## src/rtl/afifo_pkt_writer.sv

```systemverilog
// afifo_pkt_writer: write-side packet framer in front of an async FIFO write port.
// Emits a {4'hA, seq} header, the payload words, and, when AFIFO_PKT_CSUM_EN is
// defined, a modulo-2^WIDTH checksum trailer. Over-length packets are cut at
// MAX_LEN words and their remainder is swallowed.
// Build option: `define AFIFO_PKT_CSUM_EN to enable the checksum trailer.
module afifo_pkt_writer #(
    parameter int unsigned WIDTH   = 8,
    parameter int unsigned MAX_LEN = 16,
    parameter int unsigned CNT_W   = 16
) (
    input  logic             wclk,
    input  logic             wrstn,
    input  logic             in_valid,
    output logic             in_ready,
    input  logic [WIDTH-1:0] in_data,
    input  logic             in_last,
    input  logic             fifo_wfull,
    output logic             fifo_winc,
    output logic [WIDTH-1:0] fifo_wdata,
    output logic             busy,
    output logic             trunc_err,
    output logic [CNT_W-1:0] pkt_cnt
);

    localparam int unsigned SEQ_W = WIDTH - 4;
    localparam int unsigned LEN_W = $clog2(MAX_LEN + 1);
    localparam logic [LEN_W-1:0] LEN_LAST = LEN_W'(MAX_LEN - 1);

`ifdef AFIFO_PKT_CSUM_EN
    typedef enum logic [1:0] {
        IDLE    = 2'd0,
        PAYLOAD = 2'd1,
        TRAILER = 2'd2,
        DROP    = 2'd3
    } state_t;
`else
    typedef enum logic [1:0] {
        IDLE    = 2'd0,
        PAYLOAD = 2'd1,
        DROP    = 2'd3
    } state_t;
`endif

    state_t           state;
    logic [SEQ_W-1:0] seq;
    logic [LEN_W-1:0] len;
`ifdef AFIFO_PKT_CSUM_EN
    logic [WIDTH-1:0] csum;
    logic             trunc_pend;
`endif

    logic accept;
    logic at_max;
    logic pkt_end;
    logic trunc_now;

    assign accept    = in_valid & in_ready;
    assign at_max    = (len == LEN_LAST);
    assign pkt_end   = accept & (in_last | at_max);
    assign trunc_now = accept & at_max & ~in_last;
    assign busy      = (state != IDLE);

    // FIFO strobe, write data and upstream ready decoded from the current state
    always_comb begin
        in_ready   = 1'b0;
        fifo_winc  = 1'b0;
        fifo_wdata = '0;
        case (state)
            IDLE: begin
                fifo_winc = in_valid & ~fifo_wfull;
                if (fifo_winc) fifo_wdata = {4'hA, seq};
            end
            PAYLOAD: begin
                in_ready  = ~fifo_wfull;
                fifo_winc = in_valid & ~fifo_wfull;
                if (fifo_winc) fifo_wdata = in_data;
            end
`ifdef AFIFO_PKT_CSUM_EN
            TRAILER: begin
                fifo_winc = ~fifo_wfull;
                if (fifo_winc) fifo_wdata = csum;
            end
`endif
            DROP: begin
                in_ready = 1'b1;
            end
            default: ;
        endcase
    end

    // Framing state, sequence number, length/checksum accumulators and status
    always_ff @(posedge wclk or negedge wrstn) begin
        if (!wrstn) begin
            state      <= IDLE;
            seq        <= '0;
            len        <= '0;
            trunc_err  <= 1'b0;
            pkt_cnt    <= '0;
`ifdef AFIFO_PKT_CSUM_EN
            csum       <= '0;
            trunc_pend <= 1'b0;
`endif
        end else begin
            case (state)
                IDLE: begin
                    if (fifo_winc) begin
                        seq   <= seq + SEQ_W'(1);
                        len   <= '0;
`ifdef AFIFO_PKT_CSUM_EN
                        csum  <= '0;
`endif
                        state <= PAYLOAD;
                    end
                end
                PAYLOAD: begin
                    if (accept) begin
                        len <= len + LEN_W'(1);
`ifdef AFIFO_PKT_CSUM_EN
                        csum <= csum + in_data;
`endif
                        if (trunc_now) trunc_err <= 1'b1;
                        if (pkt_end) begin
`ifdef AFIFO_PKT_CSUM_EN
                            trunc_pend <= trunc_now;
                            state      <= TRAILER;
`else
                            pkt_cnt <= pkt_cnt + CNT_W'(1);
                            state   <= trunc_now ? DROP : IDLE;
`endif
                        end
                    end
                end
`ifdef AFIFO_PKT_CSUM_EN
                TRAILER: begin
                    if (!fifo_wfull) begin
                        pkt_cnt <= pkt_cnt + CNT_W'(1);
                        state   <= trunc_pend ? DROP : IDLE;
                    end
                end
`endif
                DROP: begin
                    if (accept && in_last) state <= IDLE;
                end
                default: state <= IDLE;
            endcase
        end
    end

endmodule

```

## config.mk

```make
export PLATFORM = sky130hd
export DESIGN_NAME = afifo_pkt_writer
export DESIGN_NICKNAME = d
export VERILOG_FILES = /design/src/rtl/afifo_pkt_writer.sv
export SDC_FILE = /design/constraint.sdc
export NUM_CORES = 1
export LEC_CHECK = 0
export ABC_AREA = 1
export ABC_CLOCK_PERIOD_IN_PS = 1770
export BUFFER_PORTS_ARGS = -buffer_cell sky130_fd_sc_hd__buf_2
export CORE_MARGIN = 4
export CORE_UTILIZATION = 52
export DETAILED_ROUTE_END_ITERATION = 8
export PLACE_DENSITY = 0.83
export SYNTH_ARGS = -nofsm -noshare
export SYNTH_HDL_FRONTEND = slang
export SYNTH_SLANG_ARGS = --single-unit
```

## constraint.sdc

```tcl
create_clock -name wclk -period 1.77 [get_ports wclk]
set_input_delay 0.354 -clock wclk [delete_from_list [all_inputs] [get_ports wclk]]
set_output_delay 0.354 -clock wclk [all_outputs]
set_load 0.02 [all_outputs]
```

==> results of run 1 <==
-- per-layer routing --
| metal | wire [µm] | global-route usage | vias up |
|---|---|---|---|
| met5 | 0 | 0 | - |
| met3 | 294 | 0.0178 | 26 |
| met4 | 164 | 0.0647 | 0 |
| met1 | 2070 | 0.255 | 814 |
| met2 | 2530 | 0.375 | 93 |
| li1 | - | - | 805 |
-- worst register-to-register path, delay by kind of cell (launching register included) --
family | cells | cell delay, ns
buffers and inverters | 1 | 0.09
flip-flops | 1 | 0.45
AND/OR/NAND/NOR | 6 | 1.07
adder cells (fa/ha/maj) | 1 | 0.21
-- path summary, 6_finish.rpt --
check                            from     endpoint  slack [ns]  cells past startpoint
setup / recovery           pkt_cnt[0]  pkt_cnt[14]       -0.14                      8
hold / removal                  wrstn     state[1]        0.01                      1
setup reg to reg           pkt_cnt[0]  pkt_cnt[14]       -0.14                      8
hold reg to reg             trunc_err    trunc_err        0.49                      1
max in group asynchronous       wrstn       seq[0]        1.36                      1
min in group wclk             in_last     state[1]        0.42                      4
-- flip-flops by register name, summed over array words and instances (netlist names) --
signal and flops:
pkt_cnt 16, state 2, seq 4, len 5
trunc_err 1
-- area by class of cell --
type	instances	share of cell area
inverters	20	0.0407
clock buffers	4	0.0155
repair buffers	68	0.216
multi-input cells	157	0.411
well taps	31	0.0166
flip-flops and latches	28	0.300
-- what timing repair did --
item | CTS | global route
gates cloned | 0 | 2
pin swaps | 6 | 19
gates resized for setup | 27 | 48
setup endpoints to repair | 8 | 24
buffers inserted | 12 | 7
hold buffers | 0 | 0
-- cells in the final DEF (no fill, tap or decap), types with 2 or more instances in the layout --
cell type	synthesis	final
nand4_1	3	3
inv_1	14	14
nor3_1	3	3
a32o_2	0	2
xor2_1	3	3
nand2_1	70	55
nor2_1	24	18
nand2_2	2	10
nand2_4	0	7
dfrtp_1	28	28
clkbuf_4	0	3
buf_4	0	22
ha_2	0	2
xnor2_1	6	6
nor2_4	0	6
nand3_2	1	3
o21ai_2	0	3
nand3b_1	6	6
buf_2	0	32
inv_4	0	3
o21ai_1	8	7
buf_6	2	12
a21oi_1	5	5
nand3_1	11	9
ha_1	4	2
-- cells by family after synthesis --
group | after synthesis | share of synthesized area
AND/OR/NAND/NOR | 124 | 0.350
adder cells (fa/ha/maj) | 4 | 0.0313
XOR/XNOR | 9 | 0.0494
buffers and inverters | 23 | 0.0635
AO/OA/AOI/OAI | 19 | 0.0674
flip-flops | 28 | 0.439
-- metrics by stage --
stage          power (µW)  instances
2_1_floorplan        1260        207
3_3_place_gp         1460        283
3_5_place_dp         1470        283
4_1_cts              1930        299
5_1_grt              2180        308
6_report             2060        308
-- power by group through the flow --
| stage | sequential, µW | clock (µW) | combinational (µW) |
|---|---|---|---|
| after floorplan | 914 | 0 | 346 |
| after global placement | 883 | 0 | 574 |
| after detailed placement | 885 | 0 | 589 |
| after CTS | 878 | 324 | 730 |
| after global routing | 906 | 350 | 927 |
| final | 887 | 318 | 859 |
==> results.rst, run 1 <==
.. list-table::
   :header-rows: 1

   * - Metric
     - Value
   * - TritonCTS clock tree
     - yes
   * - Internal Dissipation
     - ~1300 µW
   * - Number of endpoints failing setup at the final stage
     - 17
   * - Cell area after synthesis
     - 1600 µm²
   * - Synth area leaders
     - dfrtp_1 (44%), nand2_1 (16%), nor2_1 (5.6%), nand3_1 (3.4%), inv_1 (3.3%)
   * - I/O pin count
     - between 40 and 50
   * - Min cycle time layout
     - roughly 1.9 ns
   * - Top cell type's share of synthesized area
     - 0.439
   * - Total routing usage reported by global routing
     - 0.206
   * - Top cell family by delay on the critical path
     - simple AND/OR/NAND/NOR gates
   * - Clock share of power
     - 0.154
   * - Switching power
     - just over 800 µW
   * - Clock Tree Root
     - clkbuf_4
   * - Synthesized Nets
     - roughly 220
   * - Number of hold violations in the final report
     - 0
   * - Starting density of the core
     - 0.560
   * - Port bufs
     - 40
   * - Achievable Freq
     - 523 MHz
   * - Routed Wire Length
     - about 5000 µm
   * - Result of the run
     - finished, violations left
   * - Maximum clock path buffer count
     - 2
   * - Part of the power in combinational logic
     - 0.416
   * - Power per cell area
     - slightly below 900 nW/µm²
   * - CORE AREA
     - around 2900 µm²
   * - Crit. End Element
     - flip-flop
   * - Count leader, synth
     - nand2_1
   * - EDFF count, synth
     - 0
   * - Number of vias after detailed routing
     - 1,738
   * - Post-Synthesis Cells
     - about 210
   * - Final non-filler cell area
     - 2340 µm²
   * - RSZ-0062 raised after global routing
     - yes
   * - Cells traversed along the worst timing path
     - ha_1 -> inv_1 -> nor2_1 -> nand3b_1 -> nor2_1 -> nand2_4 -> nand2_2 -> nand2_2
   * - Max IR drop VDD
     - about 640 µV
   * - Highest net fanout along the worst path
     - 5
   * - DR DRC count
     - 0
   * - Synth Area per Inst
     - between 7 and 8 µm²
   * - Violations in the final reports
     - negative setup slack
   * - Sink count of the clock tree
     - 28
   * - Total clock buffers created by CTS
     - 3
   * - Initial antenna violation count
     - 0
   * - Final TNS setup
     - -1.19 ns
   * - Sequential cell fraction of total power
     - 0.430
   * - Die ar.
     - between 4000 and 5000 µm²
   * - Post-synthesis cell type count
     - 26
   * - List of most frequent post-synthesis cells
     - nand2_1 (70), dfrtp_1 (28), nor2_1 (24), inv_1 (14), nand3_1 (11)
   * - Area added between synthesis and finish
     - 46.4%
   * - Clock-pin slew on the worst setup and hold paths
     - around 0.15 ns
   * - Warnings from Yosys
     - 0
   * - Slew at the pin closest to its max-slew limit
     - 0.608 ns
   * - Worst rel slew slack
     - 0.595
   * - Nets
     - between 200 and 300
   * - Worst hold margin
     - approximately 0.010 ns
   * - Number of search-and-repair iterations in the first detailed-routing pass
     - 4
   * - Final number of max-transition violations
     - 0
   * - Via count of the first global-routing pass
     - between 1,500 and 2,000
   * - Library cell contributing the largest single delay on the critical path
     - dfrtp_1
   * - Iteration-0 DRC Markers
     - between 200 and 250
   * - Post-route antenna net violation count
     - 0
   * - Number of fillers in the final layout
     - approximately 160
   * - Maximum number of pins on one net before global-route repair
     - 29
   * - Max capacitance violation total
     - 0
   * - Share of the clock period used by the worst path after layout
     - 1.08
   * - Area of combinational cells with multiple inputs
     - between 900 and 1000 µm²
   * - Sequential area share after synthesis
     - 0.439
   * - Primary flip-flop cell chosen by synthesis mapping
     - dfrtp_1
   * - Clock H-tree levels
     - 1
   * - Die width
     - ~63 µm
   * - Placed cell areas
     - ~1900 µm²
   * - Total buffers and inverters traversed by the critical path
     - 1
   * - Fraction of registers with async set/reset
     - 1.00
   * - Worst skew pair latency
     - about 0.33 ns
   * - Worst min-delay path class
     - input pin to async pin
   * - # rows
     - 19
   * - Longest individual stage delay on the worst path
     - approximately 0.45 ns
   * - Post-DP HPWL
     - 2550 µm
   * - WP data required
     - ~2.0 ns
   * - Share of the core filled with cells in the final layout
     - 0.819
   * - Average wire per standard cell
     - between 15 and 20 µm
   * - Via density
     - 5.64
   * - Placer's final routability congestion estimate
     - 0.831
   * - Arrival time of data at the critical path endpoint
     - between 2 and 2.5 ns
   * - Final setup slack of the worst path
     - -0.141 ns
   * - Number of inserted diodes
     - 0
   * - Sw frac
     - 0.391
   * - Register Area
     - 701 µm²
   * - Static power due to leakage
     - 0.00125 µW
   * - Setup CP Type
     - flip-flop to flip-flop
   * - Fraction of layout cells with a size suffix above 1
     - 0.415
   * - Kind of start point of the critical path
     - flip-flop
   * - Height of the chip
     - ~63 µm
   * - Worst-case clock skew
     - 0.00469 ns
   * - Global route total overflow
     - 0
   * - Wire length of the first global-routing pass
     - 6720 µm
   * - Leading area contributor after synthesis
     - dfrtp_1
   * - Setup slack at placement
     - -0.00994 ns
   * - #FFs+latches synth
     - 28
Note: power is estimated with default switching activity, not from simulation.
==> inputs of run 2 (changes only) <==
--- a/config.mk
+++ b/config.mk
@@ -7,11 +7,12 @@
 export LEC_CHECK = 0
 export ABC_AREA = 1
 export ABC_CLOCK_PERIOD_IN_PS = 1770
-export BUFFER_PORTS_ARGS = -buffer_cell sky130_fd_sc_hd__buf_2
+export CORE_ASPECT_RATIO = 0.8
 export CORE_MARGIN = 4
-export CORE_UTILIZATION = 52
+export CORE_UTILIZATION = 60
 export DETAILED_ROUTE_END_ITERATION = 8
-export PLACE_DENSITY = 0.83
+export DONT_BUFFER_PORTS = 1
+export PLACE_DENSITY = 0.8
 export SYNTH_ARGS = -nofsm -noshare
 export SYNTH_HDL_FRONTEND = slang
 export SYNTH_SLANG_ARGS = --single-unit
==> results.rst, run 2 (synthesis gave the netlist of run 1 again) <==
.. list-table::
   :header-rows: 1

   * - Metric
     - Value
   * - RSZ-0062 raised after global routing
     - yes
   * - Number of vias after detailed routing
     - roughly 1,600
   * - Register name with the most flops
     - pkt_cnt
   * - Result of the run
     - finished, violations left
   * - Sink count of the clock tree
     - 28
   * - Share of the core filled with cells in the final layout
     - 0.845
   * - Achievable Freq
     - approximately 530 MHz
   * - Sequential cell fraction of total power
     - 0.449
   * - I/O pin count
     - 41
   * - FF-to-FF setup slack
     - -0.11 ns
   * - Highest net fanout along the worst path
     - 8
   * - Destination of the critical timing path
     - pkt_cnt[6]
   * - Post-route antenna net violation count
     - 0
   * - Clock Tree Root
     - clkbuf_4
   * - Final number of max-transition violations
     - 0
   * - Path depth of the worst reg2reg path
     - 11
   * - Longest individual stage delay on the worst path
     - 0.42 ns
   * - Iteration-0 DRC Markers
     - approximately 180
   * - Met2 track demand over resource in global routing
     - 0.414
   * - Violations in the final reports
     - negative setup slack
   * - Number of fillers in the final layout
     - ~150
   * - Clock share of power
     - 0.159
   * - Final setup slack of the worst path
     - -0.112 ns
   * - Post-DP HPWL
     - 2650 µm
   * - Maximum clock path buffer count
     - 2
   * - Crit. End Element
     - flip-flop
   * - Number of inserted diodes
     - 0
   * - Top library cells by usage in the layout, fill and taps aside
     - nand2_1 (46), dfrtp_1 (27), nor2_1 (19)
   * - # rows
     - 16
   * - Min cycle time layout
     - between 1.5 and 2 ns
   * - Internal Dissipation
     - 1220 µW
   * - Die width
     - between 60 and 70 µm
   * - Via density
     - roughly 5.8
   * - GR met3 Demand/Resource
     - 0.0668
   * - Most prevalent standard cell on the critical path
     - nand2_2
   * - Global routing usage on met1
     - 0.274
   * - TritonCTS clock tree
     - yes
   * - Library cell contributing the largest single delay on the critical path
     - dfrtp_1
   * - Maximum number of pins on one net before global-route repair
     - 29
   * - Number of search-and-repair iterations in the first detailed-routing pass
     - 4
   * - CORE AREA
     - 2500 µm²
   * - Routed Wire Length
     - 4430 µm
   * - Initial antenna violation count
     - 0
   * - Static power due to leakage
     - approximately 0.0011 µW
   * - Height of the chip
     - between 50 and 60 µm
   * - Slew at the pin closest to its max-slew limit
     - about 0.49 ns
   * - Setup CP Type
     - flip-flop to flip-flop
   * - Max IR drop VDD
     - between 900 and 1000 µV
   * - Nets
     - between 200 and 300
   * - Flip-flop count of the largest register after layout
     - 16
   * - Switching power
     - 777 µW
   * - Clock H-tree levels
     - 1
   * - Number of endpoints failing setup at the final stage
     - 12
   * - Worst rel slew slack
     - 0.669
   * - Average wire per standard cell
     - about 16 µm
   * - CP startpoint
     - len[1]
   * - Area added between synthesis and finish
     - 32.4%
   * - WP data required
     - ~2.0 ns
   * - Total routing usage reported by global routing
     - 0.230
   * - Starting density of the core
     - 0.638
   * - Cells traversed along the worst timing path
     - ha_2 -> nand2_2 -> nor2_2 -> ha_2 -> nor2_4 -> buf_6 -> nor3_4 -> buf_12 -> nand2_2 -> nand2_2 -> nand2_1
   * - Sw frac
     - 0.390
   * - End of the worst register-to-register path
     - pkt_cnt[6]
   * - R2R Path Start
     - len[1]
   * - Worst skew pair latency
     - approximately 0.33 ns
   * - Fraction of layout cells with a size suffix above 1
     - 0.343
   * - Total clock buffers created by CTS
     - 3
   * - Via count of the first global-routing pass
     - approximately 1,500
   * - Setup slack at placement
     - -0.00591 ns
   * - Clock-pin slew on the worst setup and hold paths
     - ~0.16 ns
   * - Number of hold violations in the final report
     - 0
   * - Kind of start point of the critical path
     - flip-flop
   * - Max capacitance violation total
     - 0
   * - Wire length of the first global-routing pass
     - between 6000 and 7000 µm
   * - Port bufs
     - 0
   * - Worst-case clock skew
     - approximately 0.0089 ns
   * - Global route total overflow
     - 0
   * - Power per cell area
     - 942 nW/µm²
   * - Arrival time of data at the critical path endpoint
     - approximately 2.1 ns
   * - Share of the clock period used by the worst path after layout
     - 1.06
   * - Placer's final routability congestion estimate
     - slightly above 0.8
   * - Part of the power in combinational logic
     - 0.392
   * - Most used routing layer in global routing
     - met2
   * - DR DRC count
     - 0
   * - Die ar.
     - between 3000 and 4000 µm²
   * - Commonest non-fill, non-tap cell in the layout
     - nand2_1
   * - Final TNS setup
     - -0.729 ns
   * - Leading registers by flop count
     - pkt_cnt (16), len (5), seq (4)
   * - Worst min-delay path class
     - input pin to flip-flop
   * - Total design power
     - between 1500 and 2000 µW
run 2: changes by cell type in the layout (fill, tap and decap cells not counted), moves of 3 or more:
cell     previous run  this run
buf_2              32         0
nand2_1            55        46
buf_6              12         5
nand2_2            10        16
buf_4              22        18
nand2_4             7        10
run 2: worst min path at each step:
stage | from | endpoint | depth (start not counted)
3_5_place_dp | wrstn | pkt_cnt[15] | 0
6_report | in_last | state[1] | 3
4_1_cts | in_last | state[1] | 3
5_1_grt | in_last | state[1] | 3
3_3_place_gp | wrstn | trunc_err | 0
2_1_floorplan | wrstn | len[0] | 0
run 2: through the flow:
stage	std cells	hold slack (ns)	cell area, µm²
final	272	0.191	2110
after global placement	251	0.0592	1710
after CTS	262	0.177	1860
after detailed placement	251	0.0591	1710
after global routing	272	0.182	2110
after floorplan	207	0.0584	1600
run 2: repair_timing:
action,in CTS,in global routing
pin swaps,2,20
hold buffers,2,0
endpoints found under the hold margin,28,0
gates resized for setup,18,48
gates cloned,1,1
endpoints found under the setup margin,12,25
buffers inserted,4,9
run 2: per-layer routing:
layer	vias to the layer above	routed length [µm]
met4	0	53
li1	727	-
met5	-	0
met2	65	2330
met3	8	291
met1	778	1750
run 2: area by class of cell:
| type | count | area (µm²) | area share |
|---|---|---|---|
| timing repair buffer | 27 | 267 | 0.126 |
| sequential | 28 | 702 | 0.332 |
| inverter | 20 | 92.6 | 0.0438 |
| multi-input combinational | 157 | 972 | 0.460 |
| tap | 36 | 45.0 | 0.0213 |
| clock buffer | 4 | 36.3 | 0.0172 |
run 2: critical path, delay by kind of cell, from the launching register on:
kind	cells	cell delay, ns
simple gates	7	0.64
fa+ha+maj	2	0.43
flops	1	0.42
buf+inv	2	0.29
run 2: power by group through the flow:
stage / combinational, µW / sequential, µW / clock (µW)
2_1_floorplan: 346 / 914 / 0
3_3_place_gp: 496 / 888 / 0
3_5_place_dp: 519 / 902 / 0
4_1_cts: 626 / 883 / 323
5_1_grt: 848 / 913 / 347
6_report: 780 / 895 / 317
==> inputs of run 3 (changes only) <==
--- a/config.mk
+++ b/config.mk
@@ -7,7 +7,6 @@
 export LEC_CHECK = 0
 export ABC_AREA = 1
 export ABC_CLOCK_PERIOD_IN_PS = 1770
-export CORE_ASPECT_RATIO = 0.8
 export CORE_MARGIN = 4
 export CORE_UTILIZATION = 60
 export DETAILED_ROUTE_END_ITERATION = 8
==> results.rst, run 3 (synthesis gave the netlist of run 1 again) <==
.. list-table::
   :header-rows: 1

   * - Metric
     - Value
   * - Min cycle time layout
     - between 1.5 and 2 ns
   * - Maximum clock path buffer count
     - 2
   * - CORE AREA
     - 2500 µm²
   * - Placer's final routability congestion estimate
     - slightly below 0.9
   * - RSZ-0062 raised after global routing
     - yes
   * - Setup CP Type
     - flip-flop to flip-flop
   * - Share of the clock period used by the worst path after layout
     - 1.04
   * - Longest individual stage delay on the worst path
     - 0.43 ns
   * - Height of the chip
     - a little under 60 µm
   * - Max capacitance violation total
     - 0
   * - Die width
     - between 50 and 60 µm
   * - Start point of the worst hold path
     - in_last
   * - Flip-flop count of the largest register after layout
     - 16
   * - Most prevalent standard cell on the critical path
     - nand2_1
   * - Post-route antenna net violation count
     - 0
   * - Clock-pin slew on the worst setup and hold paths
     - ~0.16 ns
   * - Clock Tree Root
     - clkbuf_4
   * - Worst rel slew slack
     - 0.730
   * - # rows
     - 18
   * - Area added between synthesis and finish
     - 31.8%
   * - Global route total overflow
     - 0
   * - Fraction of layout cells with a size suffix above 1
     - 0.305
   * - Number of endpoints failing setup at the final stage
     - 17
   * - Sink count of the clock tree
     - 28
   * - TritonCTS clock tree
     - yes
   * - Maximum number of pins on one net before global-route repair
     - 29
   * - Placed cell areas
     - 1700 µm²
   * - Final TNS setup
     - -0.737 ns
   * - Final number of max-transition violations
     - 0
   * - Achievable Freq
     - around 540 MHz
   * - Worst hold margin
     - 0.184 ns
   * - Number of hold violations in the final report
     - 0
   * - CP startpoint
     - len[1]
   * - Number of fillers in the final layout
     - approximately 130
   * - Nets
     - about 260
   * - Number of search-and-repair iterations in the first detailed-routing pass
     - 4
   * - Number of inserted diodes
     - 0
   * - Setup slack at placement
     - 0.0290 ns
   * - Commonest non-fill, non-tap cell in the layout
     - nand2_1
   * - Crit. End Element
     - flip-flop
   * - Top library cells by usage in the layout, fill and taps aside
     - nand2_1 (57), dfrtp_1 (26), buf_4 (22)
   * - Via density
     - 5.81
   * - Violations in the final reports
     - negative setup slack
   * - I/O pin count
     - slightly above 40
   * - Static power due to leakage
     - roughly 0.0010 µW
   * - Kind of start point of the critical path
     - flip-flop
   * - Iteration-0 DRC Markers
     - between 80 and 90
   * - WP data required
     - between 2 and 2.5 ns
   * - Worst min-delay path class
     - input pin to flip-flop
   * - Leading registers by flop count
     - pkt_cnt (16), len (5), seq (4)
   * - Library cell contributing the largest single delay on the critical path
     - dfrtp_1
   * - Initial antenna violation count
     - 0
   * - Register Area
     - 703 µm²
   * - Post-DP HPWL
     - about 2500 µm
   * - Wire length of the first global-routing pass
     - 6320 µm
   * - Total routing usage reported by global routing
     - 0.233
   * - Number of vias after detailed routing
     - 1,562
   * - Register name with the most flops
     - pkt_cnt
   * - Final std cells w/o fill
     - between 200 and 300
   * - Port bufs
     - 0
   * - Slew at the pin closest to its max-slew limit
     - between 0.4 and 0.5 ns
   * - R2R Path Start
     - len[1]
   * - DR DRC count
     - 0
   * - Worst skew pair latency
     - 0.34 ns
   * - Via count of the first global-routing pass
     - 1,427
   * - Inst Count DP
     - between 200 and 250
   * - Highest net fanout along the worst path
     - 8
   * - Total clock buffers created by CTS
     - 3
   * - Average wire per standard cell
     - around 17 µm
   * - Final non-filler cell area
     - about 2100 µm²
   * - Area of combinational cells with multiple inputs
     - between 900 and 1000 µm²
   * - Arrival time of data at the critical path endpoint
     - around 2.1 ns
   * - Worst-case clock skew
     - between 0.005 and 0.006 ns
   * - Max IR drop VDD
     - about 960 µV
   * - Clock H-tree levels
     - 1
   * - Power per cell area
     - 1000 nW/µm²
   * - Result of the run
     - finished, violations left
   * - Final setup slack of the worst path
     - -0.0774 ns
   * - Routed Wire Length
     - roughly 4600 µm
   * - Die ar.
     - ~3600 µm²
   * - Cells traversed along the worst timing path
     - ha_2 -> nand2_2 -> nor2_2 -> ha_2 -> nor2_4 -> buf_6 -> nor3_4 -> buf_12 -> nand2_1 -> nand2_1 -> nand2_1
   * - Starting density of the core
     - 0.639
-- run 3: changes by cell type in the layout (fill, tap and decap cells not counted), sizes merged --
cell | previous run | this run
bufinv | 0 | 1
clkbuf | 5 | 4
nor2 | 27 | 26
buf | 25 | 29
-- run 3: per-layer routing --
metal,part of all wire,vias to the layer above,global-route usage
met5,0,-,0
met4,0.033,0,0.0823
met3,0.068,14,0.0370
met2,0.54,76,0.418
met1,0.36,745,0.279
li1,-,727,-
-- run 3: repair_timing --
action | 4_1_cts | 5_1_grt
endpoints found under the setup margin | 8 | 26
pin swaps | 3 | 15
buffers inserted | 6 | 11
gates resized for setup | 15 | 38
cloned | 0 | 1
hold buffers | 2 | 0
hold endpoints to repair | 28 | 0
-- run 3: final timing paths --
| path | endpoint | slack [ns] | depth (start not counted) |
|---|---|---|---|
| max | pkt_cnt[13] | -0.08 | 11 |
| min in group asynchronous | pkt_cnt[7] | 0.42 | 2 |
| min reg2reg | seq[2] | 0.54 | 1 |
| min | state[1] | 0.18 | 3 |
| max in group asynchronous | state[0] | 1.18 | 2 |
| max reg2reg | pkt_cnt[13] | -0.08 | 11 |
-- run 3: critical path: cells and delay by family, from the launching register on --
family | cells | cell delay, ns
adder cells (fa/ha/maj) | 2 | 0.43
buffers and inverters | 2 | 0.27
flip-flops | 1 | 0.43
AND/OR/NAND/NOR | 7 | 0.63
-- run 3: final cells by class --
class / instances / area share
Clock inverter: 1 / 0.0143
Timing Repair Buffer: 31 / 0.141
Clock buffer: 3 / 0.0107
Multi-Input combinational cell: 156 / 0.438
Inverter: 20 / 0.0440
Sequential cell: 28 / 0.334
Tap cell: 30 / 0.0178
-- run 3: stage by stage --
stage	utilization	power (µW)
2_1_floorplan	-	1260
3_3_place_gp	0.681	1380
3_5_place_dp	0.681	1410
4_1_cts	0.746	1930
5_1_grt	0.842	2220
6_report	0.842	2110
-- run 3: report_power, final --
group,switching [µW],internal [µW]
sequential,141,763
combinational,450,321
clock,204,230
total,795,1310
